**src/rtl/in_port.sv**
```systemverilog
// Switch-entry input port: synchronises board inputs, debounces Enter/Clear and
// queues the sampled switch word in a small FIFO read by the processor's IN instruction.

module in_port_debounce #(
    parameter int DEBOUNCE_CYCLES = 50000,
    parameter int CNT_W           = 16
) (
    input  logic clock,
    input  logic reset,
    input  logic level_sync,
    output logic level_deb,
    output logic rise_pulse
);
    localparam logic [CNT_W-1:0] CNT_LAST = CNT_W'(DEBOUNCE_CYCLES - 1);
    localparam logic [CNT_W-1:0] CNT_ONE  = CNT_W'(1);

    logic [CNT_W-1:0] cnt;
    logic             level_deb_q;

    always_ff @(posedge clock or posedge reset) begin
        if (reset) begin
            cnt       <= '0;
            level_deb <= 1'b0;
        end else if (level_sync == level_deb) begin
            cnt <= '0;
        end else if (cnt == CNT_LAST) begin
            cnt       <= '0;
            level_deb <= level_sync;
        end else begin
            cnt <= cnt + CNT_ONE;
        end
    end

    // Registered rising-edge detect; release produces nothing.
    always_ff @(posedge clock or posedge reset) begin
        if (reset) begin
            level_deb_q <= 1'b0;
            rise_pulse  <= 1'b0;
        end else begin
            level_deb_q <= level_deb;
            rise_pulse  <= level_deb & ~level_deb_q;
        end
    end
endmodule

module in_port #(
    parameter int DEBOUNCE_CYCLES = 50000,
    parameter int CNT_W           = 16,
    parameter int FIFO_DEPTH      = 4,
    parameter int ADDR_W          = 2
) (
    input  logic              clock,
    input  logic              reset,
    input  logic [15:0]       sw,
    input  logic              btn_enter,
    input  logic              btn_clear,
    input  logic              inread,
    output logic [15:0]       inval,
    output logic              invalid,
    output logic [ADDR_W:0]   count,
    output logic              overflow
);
    localparam logic [ADDR_W:0] PTR_ONE = (ADDR_W + 1)'(1);

    logic [15:0] sw_meta, sw_sync;
    logic        enter_meta, enter_sync;
    logic        clear_meta, clear_sync;

    always_ff @(posedge clock or posedge reset) begin
        if (reset) begin
            sw_meta    <= '0;
            sw_sync    <= '0;
            enter_meta <= 1'b0;
            enter_sync <= 1'b0;
            clear_meta <= 1'b0;
            clear_sync <= 1'b0;
        end else begin
            sw_meta    <= sw;
            sw_sync    <= sw_meta;
            enter_meta <= btn_enter;
            enter_sync <= enter_meta;
            clear_meta <= btn_clear;
            clear_sync <= clear_meta;
        end
    end

    logic enter_deb, push_pulse;
    logic clear_deb, clr_pulse;

    in_port_debounce #(
        .DEBOUNCE_CYCLES (DEBOUNCE_CYCLES),
        .CNT_W           (CNT_W)
    ) u_deb_enter (
        .clock      (clock),
        .reset      (reset),
        .level_sync (enter_sync),
        .level_deb  (enter_deb),
        .rise_pulse (push_pulse)
    );

    in_port_debounce #(
        .DEBOUNCE_CYCLES (DEBOUNCE_CYCLES),
        .CNT_W           (CNT_W)
    ) u_deb_clear (
        .clock      (clock),
        .reset      (reset),
        .level_sync (clear_sync),
        .level_deb  (clear_deb),
        .rise_pulse (clr_pulse)
    );

    logic [15:0]       mem [FIFO_DEPTH];
    logic [ADDR_W:0]   wptr, rptr;
    logic [ADDR_W-1:0] waddr, raddr;
    logic              empty, full;
    logic              do_push, do_pop, drop;

    assign waddr = wptr[ADDR_W-1:0];
    assign raddr = rptr[ADDR_W-1:0];
    assign empty = (wptr == rptr);
    assign full  = (waddr == raddr) && (wptr[ADDR_W] != rptr[ADDR_W]);

    // Clear wins over everything; a pop frees the slot a same-cycle push needs when full.
    assign do_pop  = inread && !empty && !clr_pulse;
    assign do_push = push_pulse && !clr_pulse && (!full || do_pop);
    assign drop    = push_pulse && !clr_pulse && full && !do_pop;

    always_ff @(posedge clock or posedge reset) begin
        if (reset) begin
            wptr     <= '0;
            rptr     <= '0;
            overflow <= 1'b0;
        end else if (clr_pulse) begin
            wptr     <= '0;
            rptr     <= '0;
            overflow <= 1'b0;
        end else begin
            if (do_push) wptr     <= wptr + PTR_ONE;
            if (do_pop)  rptr     <= rptr + PTR_ONE;
            if (drop)    overflow <= 1'b1;
        end
    end

    always_ff @(posedge clock) begin
        if (do_push) mem[waddr] <= sw_sync;
    end

    assign invalid = !empty;
    assign count   = wptr - rptr;
    assign inval   = empty ? 16'h0000 : mem[raddr];
endmodule

```
**config.mk**
```make
export PLATFORM = sky130hd
export DESIGN_NAME = in_port
export DESIGN_NICKNAME = d
export VERILOG_FILES = /design/src/rtl/in_port.sv
export SDC_FILE = /design/constraint.sdc
export NUM_CORES = 1
export LEC_CHECK = 0
export CAP_MARGIN = 20
export CORE_UTILIZATION = 51
export CTS_CLUSTER_SIZE = 8
export DETAILED_ROUTE_END_ITERATION = 6
export GPL_ROUTABILITY_DRIVEN = 1
export GPL_TIMING_DRIVEN = 0
export PLACE_DENSITY = 0.73
export SYNTH_ARGS = -nofsm -noshare
export SYNTH_HDL_FRONTEND = slang
export SYNTH_HIERARCHICAL = 1
export SYNTH_SLANG_ARGS = --single-unit
```
**constraint.sdc**
```tcl
create_clock -name clock -period 5 [get_ports clock]
set_input_delay 1 -clock clock [delete_from_list [all_inputs] [get_ports clock]]
set_output_delay 1 -clock clock [all_outputs]
set_load 0.005 [all_outputs]
```
==> key figures <==
Timing
  – Fmax: 0.238 GHz
  – Slew headroom: 36.5%
  – Final worst path period need: 4.21 ns
  – Slew @ Worst Pin: 0.952 ns
  – Setup TNS: 0 ns
  – RSZ-0062 raised after global routing: false
  – Final hold vios: 0
  – Setup Skew: 0.00673 ns
  – Finish-stage setup viols: 0
  – Max-slew violations: 0
  – Final Cycle Share: 84.1%

Worst setup path
  – WP depth: 9
  – Cell mode on critical path: buf_2
  – Reg2reg setup slack: 2.01 ns
  – Cell Chain, Critical Path: buf_2, buf_2, inv_1, ha_1, nand2_1, nor2_1, buf_4, nor2b_1, clkdlybuf4s50_1
  – Worst Path Required: 4.00 ns
  – Worst endpoint data arrival time: 3.21 ns
  – Critical path peak fanout: 10
  – CP Buf/Inv Count: 5
  – Crit-path leading delay family: buffers and inverters
  – Worst Path Class, Setup: register to output pin
  – Cells on worst reg2reg path: 7
  – CP Capture Type: output pin
  – Startpoint Class: register
  – Slowest cell on crit path: nor2_1
  – CP peak stage delay: 0.52 ns

Final layout
  – Layout cells sized above 1: 20.4%
  – Layout Nets: 469
  – P&R area growth vs syn: 20.3%
  – Most common cell after layout, fill and taps aside: dfrtp_1
  – Finished Cell Area: 7090 um^2
  – Most frequent cells in the layout: dfrtp_1, edfxtp_1, clkdlybuf4s50_1
  – # diodes: 0
  – Fillers: 807

Clock tree
  – Clk sinks: 145
  – Clk_lat worst skew: 0.42 ns
  – CTS tree: yes
  – Hold-fix buffers at CTS: 0
  – CTS H-tree lvls: 4
  – Reg clk slew, reported paths: 0.06 ns
  – Post-CTS setup buffers: 0
  – Clock buffer depth: 2
  – CTS Buf Count: 17
  – PostCTS Resize Cnt: 0
  – CTS root buffer: clkbuf_16

Worst hold path
  – Hold/Removal Path Class: register to register
  – Worst hold path depth: 0

Route
  – WL final: 9.51 mm
  – DRC: 0
  – Wire per inst: 16.1 um
  – DR vias: 3127
  – TritonRoute pass-1 iters: 4
  – Vias per cell: 5.29
  – Post-route ant nets: 0
  – Drt first-iter violations: 161

Power and ir drop
  – Peak VDD IR: 330 uV
  – Psw: 745 uW
  – Clock Power Share: 38.7%
  – Comb pwr share: 20.4%
  – Internal power: 2460 uW
  – Static Leak: 0.00277 uW
  – Net Sw Frac: 23.2%
  – Reg power frac: 40.8%
  – Cell Pwr Density: 452 nW/um^2

Floorplanning
  – Die area: 12000 um^2
  – Initial core utilization: 53.4%
  – Rows: 38
  – Die X-Extent: 109 um
  – IO Pins: 42
  – Core area: 11000 um^2
  – Die height: 109 um

GRT
  – First-pass GRT wire length: 15.8 mm
  – All-Layer GR Usage: 18.4%
  – Largest net degree at the start of global routing: 41
  – Initial antenna violation count: 0
  – Vias in the first global route: 3282
  – Remaining Overflow, GRT: 0

Placed design
  – DP HPWL: 6.04 mm
  – Area after DPL: 6500 um^2
  – Gpl congestion: 0.839
  – Number of buffers added on ports: 41

Yosys
  – Syn Area/Cell: 15.6 um^2
  – Synth area leader: dfrtp_1
  – Synth top area share: 34.4%
  – Sequential area share after synthesis: 67.0%
  – Post-Syn Instances: 377
  – Synth unique cells: 45
  – Largest cells by area after synthesis: dfrtp_1, edfxtp_1, mux4_2
  – Yosys warning count: 6
  – Synth Cell Area: 5890 um^2
  – Seq cells post-synth: 145
  – Syn nets: 408

Run status
  – Status: finished clean

Job
  – Max Cap Viol: 0
-- worst paths after layout --
path                                      startpoint                            to
worst max-delay path             rptr[1]$_DFFE_PP0P_                     inval[14]
min in group asynchronous                      reset          clear_meta$_DFF_PP0_
max in group asynchronous                      reset  u_deb_clear/cnt[8]$_DFF_PP0_
worst min-delay path            sw_meta[8]$_DFF_PP0_          sw_sync[8]$_DFF_PP0_
worst max register to register   rptr[1]$_DFFE_PP0P_           mem[0][0]$_DFFE_PP_
worst min register to register  sw_meta[8]$_DFF_PP0_          sw_sync[8]$_DFF_PP0_
-- layout make-up --
| class | instances | area, um^2 | share of cell area (%) |
|---|---|---|---|
| well taps | 140 | 175 | 2.47 |
| flip-flops and latches | 145 | 3950 | 55.7 |
| repair buffers | 42 | 430 | 6.07 |
| inverters | 16 | 60.1 | 0.847 |
| multi-input cells | 202 | 1770 | 25.0 |
| clock buffers | 22 | 444 | 6.27 |
| clock inverters | 10 | 140 | 1.98 |
| plain buffers | 14 | 119 | 1.68 |
-- state kept, by name, summed over array words and instances (netlist names), 3 cells and up --
register,flops
u_deb_clear/cnt,16
wptr,3
sw_sync,16
mem,64
sw_meta,16
rptr,3
u_deb_enter/cnt,16
-- through the flow --
| step | total power (uW) | worst slack, ns | hold slack [ns] | std cells | utilization, % |
|---|---|---|---|---|---|
| global route | 3360 | 0.574 | 0.357 | 591 | 64.3 |
| finish | 3210 | 0.793 | 0.347 | 591 | 64.3 |
| floorplan | 1700 | 2.24 | 0.331 | 377 | - |
| detailed placement | 2000 | 1.17 | 0.336 | 559 | 59.0 |
| global placement | 1990 | 1.22 | 0.331 | 558 | 58.7 |
| CTS | 3250 | 0.717 | 0.348 | 591 | 64.3 |
-- Yosys cell counts, drive strengths merged --
cell     count
a21boi       1
a21oi        1
a311oi       1
a31oi        1
a41oi        1
and2         3
and2b        1
and3         7
and4         2
and4bb       2
buf         13
clkbuf       1
dfrtp       81
edfxtp      64
fa           1
ha           9
inv         16
mux2         6
mux2i        1
mux4        16
nand2        8
nand2b       1
nand3       12
nand4       14
nor2        44
nor2b       20
nor3         4
nor4         6
nor4b        2
nor4bb       2
o2111ai      1
o311ai       1
o31ai        1
xnor2       20
xor2        13
-- logic make-up (layout without fill, tap and decap cells) --
family	after synthesis	after routing	synth area share [%]
flops	145	145	67.0
fa+ha+maj	10	10	2.25
mux	23	23	7.50
xor+xnor	33	33	5.03
buf+inv	30	104	3.04
simple gates	128	128	13.9
compound gates	8	8	1.27
-- worst register-to-register path: stages (launching register included) --
cell,delay [ns]
dfrtp_1,0.38
buf_2,0.24
buf_2,0.32
inv_1,0.12
ha_1,0.29
and2_1,0.20
a31oi_2,0.28
and3_1,0.78
-- routing by layer --
| layer | share of wire (%) | global-route usage, % | up-vias |
|---|---|---|---|
| li1 | - | - | 1473 |
| met5 | 0 | 0 | - |
| met4 | 1.5 | 8.29 | 0 |
| met1 | 43 | 22.9 | 1576 |
| met2 | 50 | 30.0 | 65 |
| met3 | 4.6 | 5.16 | 13 |
-- power groups by stage --
stage	Sequential [uW]	Combinational (uW)	Clock (uW)
final	1310	656	1240
after global placement	1330	656	0
after global routing	1310	724	1330
after floorplan	1320	372	0
after detailed placement	1330	670	0
after CTS	1310	670	1270
(Power assumes the default switching activity.)
